==> src/rtl/hazard_ctrl.sv <==
// hazard_ctrl: central pipeline controller for the 5-stage core.
//
// Purpose: drives the enable/clear pair of every pipeline register and the
// PC enable, resolving data-memory wait states, multi-cycle MDU occupancy,
// taken-branch flushes and load-use hazards (highest priority first).
// Also produces EX-stage forwarding selects and a saturating count of the
// cycles in which the PC was held.
//
// Ports:
//   i_clock, i_reset_x           clock (rising edge), async active-low reset
//   i_id_rs1/2                   source regs of the instruction in ID
//   i_ex_rs1/2, i_ex_rd          source/dest regs of the instruction in EX
//   i_ex_mem_read                EX instruction is a load
//   i_ex_branch_taken            EX resolved a taken branch/jump
//   i_ex_mdu_op                  EX instruction is mul/div
//   i_mem_rd/i_wb_rd             dest regs in MEM / WB
//   i_mem_reg_write/i_wb_reg_write  MEM / WB instruction writes rd
//   i_mem_req, i_dmem_ready      data-memory access and its completion
//   o_pc_enable                  PC update enable
//   o_<stage>_enable/_clear      pipeline register controls (clear needs enable)
//   o_fwd_a/b                    EX operand select: 00 regfile, 01 WB, 10 MEM
//   o_mdu_done                   MDU result valid in EX this cycle
//   o_stall_count                saturating count of cycles with PC held
//
// state    | meaning
// ---------+-----------------------------------------------------------
// IDLE     | no multi-cycle MDU op in progress
// MDU_BUSY | MDU op occupying EX; mdu_cnt stall cycles remain before done

module hazard_ctrl #(
  parameter int REG_ADDR_WIDTH = 5,
  parameter int MDU_LATENCY    = 4,
  parameter int CNT_WIDTH      = 32
) (
  input  logic                      i_clock,
  input  logic                      i_reset_x,
  input  logic [REG_ADDR_WIDTH-1:0] i_id_rs1,
  input  logic [REG_ADDR_WIDTH-1:0] i_id_rs2,
  input  logic [REG_ADDR_WIDTH-1:0] i_ex_rs1,
  input  logic [REG_ADDR_WIDTH-1:0] i_ex_rs2,
  input  logic [REG_ADDR_WIDTH-1:0] i_ex_rd,
  input  logic                      i_ex_mem_read,
  input  logic                      i_ex_branch_taken,
  input  logic                      i_ex_mdu_op,
  input  logic [REG_ADDR_WIDTH-1:0] i_mem_rd,
  input  logic [REG_ADDR_WIDTH-1:0] i_wb_rd,
  input  logic                      i_mem_reg_write,
  input  logic                      i_wb_reg_write,
  input  logic                      i_mem_req,
  input  logic                      i_dmem_ready,
  output logic                      o_pc_enable,
  output logic                      o_ifid_enable,
  output logic                      o_ifid_clear,
  output logic                      o_idex_enable,
  output logic                      o_idex_clear,
  output logic                      o_exmem_enable,
  output logic                      o_exmem_clear,
  output logic                      o_memwb_enable,
  output logic                      o_memwb_clear,
  output logic [1:0]                o_fwd_a,
  output logic [1:0]                o_fwd_b,
  output logic                      o_mdu_done,
  output logic [CNT_WIDTH-1:0]      o_stall_count
);

  // Counter only has to hold MDU_LATENCY-2.
  localparam int MCW = (MDU_LATENCY > 2) ? $clog2(MDU_LATENCY - 1) : 1;
  localparam logic [MCW-1:0] MDU_LOAD = MCW'((MDU_LATENCY > 2) ? (MDU_LATENCY - 2) : 0);
  localparam bit MDU_SINGLE = (MDU_LATENCY <= 1);

  typedef enum logic {IDLE, MDU_BUSY} state_t;

  state_t         state;
  logic [MCW-1:0] mdu_cnt;
  logic           mem_wait;
  logic           mdu_stall;
  logic           load_use;

  assign mem_wait = i_mem_req && !i_dmem_ready;

  assign load_use = i_ex_mem_read && (i_ex_rd != '0) &&
                    ((i_ex_rd == i_id_rs1) || (i_ex_rd == i_id_rs2));

  always_comb begin
    mdu_stall  = 1'b0;
    o_mdu_done = 1'b0;
    if (state == IDLE) begin
      mdu_stall  = i_ex_mdu_op && !MDU_SINGLE;
      o_mdu_done = i_ex_mdu_op && MDU_SINGLE && !mem_wait;
    end else begin
      mdu_stall  = (mdu_cnt != '0);
      // Done only on the cycle the op actually leaves EX, not while frozen.
      o_mdu_done = (mdu_cnt == '0) && !mem_wait;
    end
  end

  always_comb begin
    o_pc_enable    = 1'b1;
    o_ifid_enable  = 1'b1;
    o_ifid_clear   = 1'b0;
    o_idex_enable  = 1'b1;
    o_idex_clear   = 1'b0;
    o_exmem_enable = 1'b1;
    o_exmem_clear  = 1'b0;
    o_memwb_enable = 1'b1;
    o_memwb_clear  = 1'b0;
    if (mem_wait) begin
      o_pc_enable    = 1'b0;
      o_ifid_enable  = 1'b0;
      o_idex_enable  = 1'b0;
      o_exmem_enable = 1'b0;
      o_memwb_clear  = 1'b1;
    end else if (mdu_stall) begin
      o_pc_enable    = 1'b0;
      o_ifid_enable  = 1'b0;
      o_idex_enable  = 1'b0;
      o_exmem_clear  = 1'b1;
    end else if (i_ex_branch_taken) begin
      // Squashing ID makes any load-use hazard against it moot.
      o_ifid_clear = 1'b1;
      o_idex_clear = 1'b1;
    end else if (load_use) begin
      o_pc_enable   = 1'b0;
      o_ifid_enable = 1'b0;
      o_idex_clear  = 1'b1;
    end
  end

  function automatic logic [1:0] fwd_sel(input logic [REG_ADDR_WIDTH-1:0] rs);
    if (i_mem_reg_write && (i_mem_rd != '0) && (i_mem_rd == rs))
      return 2'b10;
    else if (i_wb_reg_write && (i_wb_rd != '0) && (i_wb_rd == rs))
      return 2'b01;
    else
      return 2'b00;
  endfunction

  assign o_fwd_a = fwd_sel(i_ex_rs1);
  assign o_fwd_b = fwd_sel(i_ex_rs2);

  always_ff @(posedge i_clock or negedge i_reset_x) begin
    if (!i_reset_x) begin
      state         <= IDLE;
      mdu_cnt       <= '0;
      o_stall_count <= '0;
    end else begin
      if (!mem_wait) begin
        if (state == IDLE) begin
          if (i_ex_mdu_op && !MDU_SINGLE) begin
            state   <= MDU_BUSY;
            mdu_cnt <= MDU_LOAD;
          end
        end else begin
          if (mdu_cnt != '0)
            mdu_cnt <= mdu_cnt - MCW'(1);
          else
            state <= IDLE;
        end
      end
      if (!o_pc_enable && (o_stall_count != '1))
        o_stall_count <= o_stall_count + CNT_WIDTH'(1);
    end
  end

endmodule

==> config.mk <==
export PLATFORM = sky130hd
export DESIGN_NAME = hazard_ctrl
export DESIGN_NICKNAME = d
export VERILOG_FILES = /design/src/rtl/hazard_ctrl.sv
export SDC_FILE = /design/constraint.sdc
export NUM_CORES = 1
export LEC_CHECK = 0
export BUFFER_PORTS_ARGS = -buffer_cell sky130_fd_sc_hd__buf_2
export CORE_UTILIZATION = 40
export CTS_CLUSTER_DIAMETER = 100
export CTS_CLUSTER_SIZE = 28
export DETAILED_ROUTE_END_ITERATION = 6
export HOLD_SLACK_MARGIN = 0.06
export PLACE_DENSITY = 0.68
export SYNTH_ARGS = -nofsm -noshare
export SYNTH_HDL_FRONTEND = slang
export SYNTH_SLANG_ARGS = --single-unit
==> constraint.sdc <==
create_clock -name i_clock -period 2.5 [get_ports i_clock]
set_clock_uncertainty 0.2 [all_clocks]
set_input_delay 0 -clock i_clock [delete_from_list [all_inputs] [get_ports i_clock]]
set_output_delay 0 -clock i_clock [all_outputs]
set_load 0.05 [all_outputs]
==> results of run 1 <==
-- logic make-up (layout without fill, tap and decap cells) --
kind of cell    count (synthesis)  in the layout
compound gates                 12             12
xor+xnor                       61             61
fa+ha+maj                       2              2
buf+inv                        11            137
flops                          35             35
mux                             1              1
other cells                     1              1
simple gates                   91             91
-- Yosys cell counts, drive strengths merged --
library cell  instances
a211oi                1
nor2                  9
buf                   6
nand4                10
nor3                 12
o21a                  3
mux2                  1
nor3b                 2
and2b                 2
or4                   5
a22oi                 1
and2                  2
dfrtp                35
a31oi                 1
o22a                  1
xor2                 35
and4                  6
nand2b                2
xnor2                26
conb                  1
or3                   1
nor4                  5
ha                    2
nand3                13
o21ai                 4
nand2                11
inv                   5
o31a                  1
and3                 11
-- worst max-delay path, stage by stage, from the launching register on --
cell and delay (ps):
dfrtp_1 400, and3_4 220, nand4_2 130, or3_1 330, o22a_2 350, nor4_2 330, xor2_1 170
-- power by group through the flow --
stage / registers [mW] / logic, mW / clock network [mW]
after detailed placement: 0.752 / 1.15 / 0
after floorplan: 0.990 / 0.576 / 0
final: 0.743 / 1.21 / 0.387
after global placement: 0.752 / 1.13 / 0
after global routing: 0.757 / 1.29 / 0.429
after CTS: 0.743 / 1.17 / 0.401
-- per-layer routing --
layer | vias up | global-route usage (%) | routed length (um)
li1 | 996 | - | -
met1 | 918 | 25.5 | 2380
met5 | - | 0 | 0
met2 | 76 | 32.7 | 2510
met4 | 0 | 8.27 | 99
met3 | 7 | 5.03 | 389
-- how the worst max path moves through the flow --
stage                                            start                            end  slack [ps]
after global routing      o_stall_count[4]$_DFFE_PN0P_  o_stall_count[20]$_DFFE_PN0P_         150
after CTS                       mdu_cnt[1]$_DFFE_PN0P_   o_stall_count[4]$_DFFE_PN0P_          60
after floorplan                 mdu_cnt[0]$_DFFE_PN0P_                    o_pc_enable          50
final                     o_stall_count[4]$_DFFE_PN0P_  o_stall_count[20]$_DFFE_PN0P_         290
after detailed placement        mdu_cnt[1]$_DFFE_PN0P_   o_stall_count[4]$_DFFE_PN0P_        -110
after global placement          mdu_cnt[0]$_DFFE_PN0P_  o_stall_count[11]$_DFFE_PN0P_         -40
-- registers in the layout (all words and copies together), names as in the netlist --
| signal | flops |
|---|---|
| state | 1 |
| mdu_cnt | 2 |
| o_stall_count | 32 |
-- repair_timing --
action	4_1_cts	5_1_grt
pin swaps	0	1
buffers inserted	0	3
setup endpoints to repair	10	9
endpoints found under the hold margin	38	0
resized for setup	1	0
hold buffers	3	0
-- per-stage QoR --
step	cell area, sq um	TNS, ps
after detailed placement	2940	-804
after global placement	2940	-206
final	3090	0
after floorplan	2230	0
after CTS	3060	0
after global routing	3090	0
-- cell type report --
cell class                      instances  area, sq um
Tap cell                               70         87.6
Fill cell                             457         2120
Inverter                                5         22.5
Sequential cell                        35          876
Clock buffer                            7         76.3
Multi-Input combinational cell        168         1300
Timing Repair Buffer                  124          718
Clock inverter                          1         5.00
==> results.md, run 1 <==
* Fmax at 452 MHz
* Pwr/cell area at 757 nW/um^2
* # clock sinks at 35
* Hold Violations, Final at 0
* Ys Warns at 0
* HPWL Detailed at 4140 um
* # rows at 26
* Routability cong. at 0.837
* Syn Inst Count at 214
* # H-tree levels at 2
* Core box area at 5200 sq um
* Most area-hungry cell type in the Yosys netlist: dfrtp_1
* Min-Delay Startpoint: i_ex_mdu_op
* TritonCTS clock tree: built
* Max_slew headroom at 50.2%
* IO Count at 90
* Maxcap violations at 0
* Die Area at 5780 sq um
* All-Layer GR Usage at 20.1%
* Initial antenna violation count at 0
* CTS Buf Count at 5
* Layout overhead on the synthesized area at 40.7%
* Worst hold margin at 78.0 ps
* FF-to-FF Start: o_stall_count[4]$_DFFE_PN0P_
* Sequential share of power at 31.8%
* Synthesized flop and latch total at 35
* CP required at 2510 ps
* Largest family of logic cells by synthesized area: simple AND/OR/NAND/NOR gates
* Remaining global-route overflow at 0
* XOR/XNOR share of the synthesized area at 24.4%
* Synth cell types at 40
* Detail-routed net length per standard cell at 13.1 um
* Final worst slack at 286 ps
* Pre-antenna DRT Iters at 6
* Area contributors post-synth: dfrtp_1 40%, xor2_1 14%, xnor2_1 10%, nor3_2 3.7%, nand3_1 3.0%
* Hold crit path type: in -> reg
* Layout net count at 385
* Combinational power share at 51.6%
* Share of layout cells above drive strength 1 at 45.9%
* Hold Path Stages at 4
* # setup viols final at 0
* Switching Fraction at 45.6%
* Routed vias at 1,997
* Post-Syn Nets at 260
* Commonest non-fill, non-tap cell in the layout: buf_2
* Avg Inst Size Synth at 10.2 sq um
* Clock share of power at 16.6%
* Worst-case reg-to-reg path depth at 6
* WS Path Type: reg -> reg
* Initial drt markers at 73
* Area fraction in compound gates after synthesis at 4.16%
* CP startpoint kind: flip-flop
* Cell Area, Synth at 2190 sq um
* Leak pwr at 1.49 nW
* Internal power at 1.27 mW
* Sw power at 1.06 mW
* Antenna Nets Post-Route at 0
* Place WS at -111 ps
* Clock-pin slew on the worst setup and hold paths at 70 ps
* First-pass GRT wire length at 9260 um
* Number of global-route vias before repair at 1,994
* Max FO, Critical Path at 11
* Initial core utilization at 42.1%
* Die height at 76.1 um
* Die W at 76.1 um
* Simple-gate portion of the synthesized area at 27.0%
* # DRC at 0
* Clk_lat worst skew at 290 ps
* Count of pins over their slew limit at 0
* Cells after DPL at 396
* Max Root-Sink Buffers at 2
* # diodes at 0
* Maximum VDD drop at 0.868 mV
* Post-Synth Adder-Cell Area at 1.14%
* R2r endpoint: o_stall_count[20]$_DFFE_PN0P_
* Mux cell area share after synthesis at 0.513%
* Status: finished, final reports clean
* CP Data Arrival Time at 2230 ps
* Root Buffer: clkbuf_8
* Post-layout util at 59.3%
* RSZ-0062 raised after global routing: no
* Sequential area share after synthesis at 39.9%
* Largest net degree at the start of global routing at 36
* Commonest cells after routing, fill and taps aside: 88 x buf_2, 35 x xor2_1, 35 x dfrtp_1
* Worst Hold Path EP: mdu_cnt[0]$_DFFE_PN0P_
* Least-Margin Pin Slew at 748 ps
* Port bufs at 88
* Critical Path Sink Type: flip-flop
* Period utilisation layout at 88.6%
* Drt via density at 4.87
* Finished Layout Cells at 410
* Total power at 2.34 mW
* Aggregate routed wire length at 5390 um
* Clock period minus worst slack at 2210 ps
* Synth top area share at 39.9%
* Setup slack, reg-to-reg at 290 ps
Note: power is estimated with default switching activity, not from simulation.
==> inputs of run 2 (changes only) <==
--- a/config.mk
+++ b/config.mk
@@ -6,12 +6,14 @@
 export NUM_CORES = 1
 export LEC_CHECK = 0
 export BUFFER_PORTS_ARGS = -buffer_cell sky130_fd_sc_hd__buf_2
-export CORE_UTILIZATION = 40
+export CELL_PAD_IN_SITES_DETAIL_PLACEMENT = 2
+export CELL_PAD_IN_SITES_GLOBAL_PLACEMENT = 2
+export CORE_UTILIZATION = 28
 export CTS_CLUSTER_DIAMETER = 100
 export CTS_CLUSTER_SIZE = 28
 export DETAILED_ROUTE_END_ITERATION = 6
 export HOLD_SLACK_MARGIN = 0.06
-export PLACE_DENSITY = 0.68
+export PLACE_DENSITY_LB_ADDON = 0.1
 export SYNTH_ARGS = -nofsm -noshare
 export SYNTH_HDL_FRONTEND = slang
 export SYNTH_SLANG_ARGS = --single-unit
==> run 2 against run 1 <==
Net effect:
- combinational power down 7%
- utilization down 19 points
- routed wire length up 18%
- non-clock buffer count down 26
- via count down 1.8%
- maximum frequency down 5.6%
- register-to-register slack worse by 130 ps
- die area up 42%
- sequential power up 3.2%
- flip-flop and latch count unchanged
- setup slack worse by 130 ps
- count of clock-buffer cells in the layout down 1
==> results.md, run 2 (same netlist as run 1, synthesis figures left out) <==
* Least-Margin Pin Slew at 823 ps (+75.5 ps)
* Die Area at 8190 sq um (+42%)
* Detail-routed net length per standard cell at 15.4 um (+17%)
* All-Layer GR Usage at 16.4% (-3.7 points)
* Commonest cells after routing, fill and taps aside: 88 x buf_2, 35 x xor2_1, 35 x dfrtp_1
* Routability cong. at 0.686 (-18%)
* # rows at 31 (+19%)
* Clock-pin slew on the worst setup and hold paths at 80 ps (about the same)
* Hold Violations, Final at 0 (unchanged)
* Post-CTS setup buffer count at 0 (unchanged)
* Layout overhead on the synthesized area at 34.4%
* Die height at 90.5 um (+19%)
* TritonCTS clock tree: built
* Period utilisation layout at 93.8% (+5.3 points)
* # DRC at 0 (unchanged)
* First-pass GRT wire length at 10,800 um (+17%)
* CP cell instances: and4_2 > nand4_1 > nor3_2 > a211oi_2 > dlygate4sd3_1 > xor2_1
* Antenna Nets Post-Route at 0 (unchanged)
* Maxcap violations at 0 (unchanged)
* Die W at 90.5 um (+19%)
* CP Data Arrival Time at 2330 ps (+100 ps)
* Commonest non-fill, non-tap cell in the layout: buf_2
* Maximum VDD drop at 0.389 mV (-55%)
* Fmax at 426 MHz (-5.6%)
* Clk_lat worst skew at 300 ps (about the same)
* Leak pwr at 1.36 nW (-8.6%)
* IO Count at 90 (unchanged)
* Routed vias at 1,961 (-1.8%)
* Layout net count at 359 (-6.8%)
* Drt via density at 4.75 (-2.5%)
* Largest regs: o_stall_count (32), mdu_cnt (2), state (1)
* Port bufs at 88 (unchanged)
* Initial antenna violation count at 0 (unchanged)
* Critical Path Sink Type: flip-flop
* Max FO, Critical Path at 6 (-5)
* # clock sinks at 35 (unchanged)
* Largest net degree at the start of global routing at 36 (unchanged)
* CP max stage delay at 600 ps (+200 ps)
* FILL cells at 836 (+83%)
* Worst path slowest cell: dlygate4sd3_1
* Initial drt markers at 46 (-37%)
* Status: finished, final reports clean
* CP startpoint kind: flip-flop
* Max Root-Sink Buffers at 2 (unchanged)
* Aggregate routed wire length at 6360 um (+18%)
* Remaining global-route overflow at 0 (unchanged)
* Count of pins over their slew limit at 0 (unchanged)
* Root Buffer: clkbuf_8
* HPWL Detailed at 4980 um (+20%)
* WS Path Type: reg -> reg
* Pwr/cell area at 793 nW/um^2 (+4.7%)
* # H-tree levels at 2 (unchanged)
* # setup viols final at 0 (unchanged)
* Max_slew headroom at 45.1% (-5.0 points)
* Share of layout cells above drive strength 1 at 42.0% (-3.8 points)
* Number of global-route vias before repair at 2,075 (+4.1%)
* Initial core utilization at 29.6% (-13 points)
* Worst hold margin at 75.5 ps (-2.48 ps)
* Clock period minus worst slack at 2350 ps (+132 ps)
* Core box area at 7410 sq um (+42%)
* RSZ-0062 raised after global routing: no
* # diodes at 0 (unchanged)
* Final setup TNS at 0 ps (unchanged)
* Hold crit path type: in -> reg
* CTS Buf Count at 5 (unchanged)
* CP required at 2490 ps (-20 ps)
* Largest register FFs at 32 (unchanged)
* Pre-antenna DRT Iters at 3 (-3)
* Most flops, register: o_stall_count
run 2: final timing paths:
| kind | from | to | slack (ps) | cells past startpoint |
|---|---|---|---|---|
| hold reg to reg | o_stall_count[23]$_DFFE_PN0P_ | o_stall_count[23]$_DFFE_PN0P_ | 300 | 1 |
| max in group asynchronous | i_reset_x | o_stall_count[29]$_DFFE_PN0P_ | 1450 | 2 |
| setup reg to reg | o_stall_count[9]$_DFFE_PN0P_ | o_stall_count[0]$_DFFE_PN0P_ | 150 | 6 |
| min in group asynchronous | i_reset_x | o_stall_count[11]$_DFFE_PN0P_ | 120 | 2 |
| hold / removal | i_ex_mdu_op | mdu_cnt[1]$_DFFE_PN0P_ | 80 | 4 |
| setup / recovery | o_stall_count[9]$_DFFE_PN0P_ | o_stall_count[0]$_DFFE_PN0P_ | 150 | 6 |
run 2: per-stage QoR:
step | util (%) | area [sq um] | power, mW | worst slack, ps | std cells
3_3_place_gp | 37.7 | 2790 | 1.87 | 287 | 400
4_1_cts | 39.7 | 2940 | 2.38 | 56.4 | 413
2_1_floorplan | - | 2230 | 1.57 | 45.2 | 214
6_report | 39.8 | 2950 | 2.34 | 154 | 413
5_1_grt | 39.8 | 2950 | 2.49 | 0.0853 | 413
3_5_place_dp | 37.7 | 2790 | 1.90 | 146 | 400
run 2: final cells by class:
cell class / instances / area, sq um / share of cell area, %
inverters: 5 / 22.5 / 0.764
multi-input cells: 168 / 1300 / 44.1
well taps: 99 / 124 / 4.20
repair buffers: 98 / 528 / 17.9
flip-flops and latches: 35 / 876 / 29.7
clock inverters: 2 / 16.3 / 0.552
clock buffers: 6 / 82.6 / 2.80
run 2: repair_timing:
action | in CTS | in global routing
gates resized for setup | 0 | 2
hold buffers | 5 | 0
hold endpoints to repair | 38 | 0
endpoints found under the setup margin | 0 | 1
run 2: report_power, final:
group,leakage (nW),total [mW],switching [mW],internal [mW]
clock,0.0474,0.452,0.227,0.225
sequential,0.443,0.767,0.108,0.659
combinational,0.872,1.12,0.770,0.347
run 2: per-layer routing:
| metal | global-route usage [%] | vias to the layer above | wire, um |
|---|---|---|---|
| met3 | 3.45 | 5 | 326 |
| met2 | 26.0 | 62 | 2930 |
| met4 | 4.44 | 0 | 72 |
| met1 | 22.4 | 953 | 3030 |
| li1 | - | 941 | - |
| met5 | 0 | - | 0 |
run 2: worst max-delay path: cells and delay by family (launching register included):
| kind | cells | cell delay [ps] |
|---|---|---|
| AO/OA/AOI/OAI | 1 | 80 |
| flip-flops | 1 | 450 |
| buffers and inverters | 1 | 600 |
| XOR/XNOR | 1 | 150 |
| AND/OR/NAND/NOR | 3 | 750 |
==> inputs of run 3 (changes only) <==
--- a/config.mk
+++ b/config.mk
@@ -13,7 +13,7 @@
 export CTS_CLUSTER_SIZE = 28
 export DETAILED_ROUTE_END_ITERATION = 6
 export HOLD_SLACK_MARGIN = 0.06
-export PLACE_DENSITY_LB_ADDON = 0.1
+export PLACE_DENSITY = 0.86
 export SYNTH_ARGS = -nofsm -noshare
 export SYNTH_HDL_FRONTEND = slang
 export SYNTH_SLANG_ARGS = --single-unit
==> run 3 against run 2 <==
Net effect:
- clock power up 2%
- register-to-register slack better by 70 ps
- combinational power up 9%
- flip-flop and latch count unchanged
- first-iteration DRC count up 6.5%
- largest power group unchanged
- critical endpoint is now o_stall_count[20]$_DFFE_PN0P_
- non-clock buffer count up 21
==> results.md, run 3 (same netlist as run 1, synthesis figures left out) <==
* Worst-case reg-to-reg path depth at 6 (unchanged)
* Status: finished, final reports clean
* # H-tree levels at 2 (unchanged)
* Drt via density at 4.92 (+3.7%)
* Max FO, Critical Path at 11 (+5)
* Initial antenna violation count at 0 (unchanged)
* Clk_lat worst skew at 290 ps (about the same)
* Initial core utilization at 29.6% (unchanged)
* Leak pwr at 1.48 nW (+8.5%)
* Maximum VDD drop at 0.525 mV (+35%)
* Root Buffer: clkbuf_8
* TritonCTS clock tree: built
* # clock sinks at 35 (unchanged)
* Place WS at -178 ps (-324 ps)
* Die height at 90.5 um (unchanged)
* Hold crit path type: in -> reg
* Number of global-route vias before repair at 2,367 (+14%)
* Worst path slowest cell: dfrtp_1
* WP depth at 6 (unchanged)
* Layout net count at 380 (+5.8%)
* WS Path Type: reg -> reg
* Commonest non-fill, non-tap cell in the layout: buf_2
* Post-layout util at 41.9% (+2.1 points)
* Worst hold margin at 97.6 ps (+22.1 ps)
* FILL cells at 829 (-0.84%)
* Buffers and inverters on the worst path at 0 (-1)
* Hold Violations, Final at 0 (unchanged)
* Critical Path Sink Type: flip-flop
* Layout overhead on the synthesized area at 41.5%
* CTS Buf Count at 5 (unchanged)
* CP required at 2520 ps (+30 ps)
* CP max stage delay at 420 ps (-180 ps)
* Least-Margin Pin Slew at 797 ps (-26.3 ps)
* RSZ-0062 raised after global routing: no
* # diodes at 0 (unchanged)
* Port bufs at 88 (unchanged)
* Die Area at 8190 sq um (unchanged)
* Share of layout cells above drive strength 1 at 45.4% (+3.3 points)
* Aggregate routed wire length at 7340 um (+15%)
* CP startpoint kind: flip-flop
* Count of pins over their slew limit at 0 (unchanged)
* Detail-routed net length per standard cell at 16.9 um (+9.9%)
* Largest register FFs at 32 (unchanged)
* IO Count at 90 (unchanged)
* Maxcap violations at 0 (unchanged)
* Max_slew headroom at 46.9% (+1.8 points)
* Antenna Nets Post-Route at 0 (unchanged)
* Clock-pin slew on the worst setup and hold paths at 70 ps (about the same)
* First-pass GRT wire length at 12,100 um (+12%)
* All-Layer GR Usage at 18.6% (+2.2 points)
* Most flops, register: o_stall_count
* Pwr/cell area at 783 nW/um^2 (-1.3%)
* Hold Path Stages at 5 (+1)
* HPWL Detailed at 5620 um (+13%)
* Largest net degree at the start of global routing at 36 (unchanged)
* Fmax at 440 MHz (+3.2%)
* # setup viols final at 0 (unchanged)
* Initial drt markers at 49 (+6.5%)
* Kind of cell adding the most delay to the critical path: simple AND/OR/NAND/NOR gates
* Max Root-Sink Buffers at 2 (unchanged)
* Clock period minus worst slack at 2270 ps (-72.4 ps)
* Remaining global-route overflow at 0 (unchanged)
* Routed vias at 2,136 (+8.9%)
* Period utilisation layout at 91.0% (-2.9 points)
* # rows at 31 (unchanged)
* # DRC at 0 (unchanged)
* Final worst slack at 226 ps (+72.4 ps)
* Core box area at 7410 sq um (unchanged)
* Pre-antenna DRT Iters at 4 (+1)
* Commonest cells after routing, fill and taps aside: 88 x buf_2, 35 x xor2_1, 35 x dfrtp_1
* CP cell instances: and3_4 > nand4_2 > or3_1 > o22a_2 > nor4_2 > xor2_1
* CP Data Arrival Time at 2290 ps (-40 ps)
* Routability cong. at 0.759 (+11%)
* Die W at 90.5 um (unchanged)
* Largest regs: o_stall_count (32), mdu_cnt (2), state (1)
run 3: cell types whose count changed in the layout (fill, tap and decap cells not counted), sizes merged:
cell and delta:
dlygate4sd3 -2, clkinv -1, clkinvlp -1, clkbuf +2
buf +23
run 3: worst paths after layout:
path,slack [ps],endpoint,startpoint
min in group asynchronous,130,o_stall_count[11]$_DFFE_PN0P_,i_reset_x
max in group asynchronous,1460,o_stall_count[6]$_DFFE_PN0P_,i_reset_x
worst max register to register,230,o_stall_count[20]$_DFFE_PN0P_,o_stall_count[3]$_DFFE_PN0P_
worst min-delay path,100,state$_DFFE_PN0N_,i_ex_mdu_op
worst max-delay path,230,o_stall_count[20]$_DFFE_PN0P_,o_stall_count[3]$_DFFE_PN0P_
worst min register to register,290,o_stall_count[23]$_DFFE_PN0P_,o_stall_count[23]$_DFFE_PN0P_
run 3: metrics by stage:
stage                     cells  cell area (sq um)  power (mW)  setup TNS (ps)
after floorplan             214               2230        1.57               0
after global placement      421               2950        1.88           -16.9
after detailed placement    421               2950        1.92           -1090
after CTS                   432               3090        2.42               0
after global routing        434               3100        2.56               0
final                       434               3100        2.43               0
run 3: final cells by class:
class	count	area, sq um	share of cell area [%]
Inverter	5	22.5	0.726
Multi-Input combinational cell	168	1300	41.9
Tap cell	99	124	3.99
Clock buffer	8	100	3.23
Timing Repair Buffer	119	681	21.9
Sequential cell	35	876	28.2
run 3: power by group:
| part | total [mW] | internal, mW | switching (mW) | leakage (nW) |
|---|---|---|---|---|
| Clock | 0.459 | 0.252 | 0.208 | 0.0515 |
| Sequential | 0.752 | 0.660 | 0.0919 | 0.443 |
| Combinational | 1.22 | 0.393 | 0.824 | 0.983 |
run 3: per-layer routing:
metal	up-vias	routed length (um)	track usage, %
met2	74	3870	35.0
met4	0	103	5.38
met3	8	349	3.11
met5	-	0	0
met1	1068	3020	21.2
li1	986	-	-
run 3: timing repair:
| item | CTS | global route |
|---|---|---|
| endpoints found under the setup margin | 11 | 8 |
| hold buffers | 3 | 0 |
| hold endpoints to repair | 36 | 0 |
| setup buffers | 0 | 2 |
| gates resized for setup | 1 | 0 |
| pin swaps | 1 | 1 |
run 3: worst min-delay path, cell delays in order:
cell     delay (ps)
buf_2            80
and2b_2         170
nor3_4           60
buf_4           140
nor2_1           90
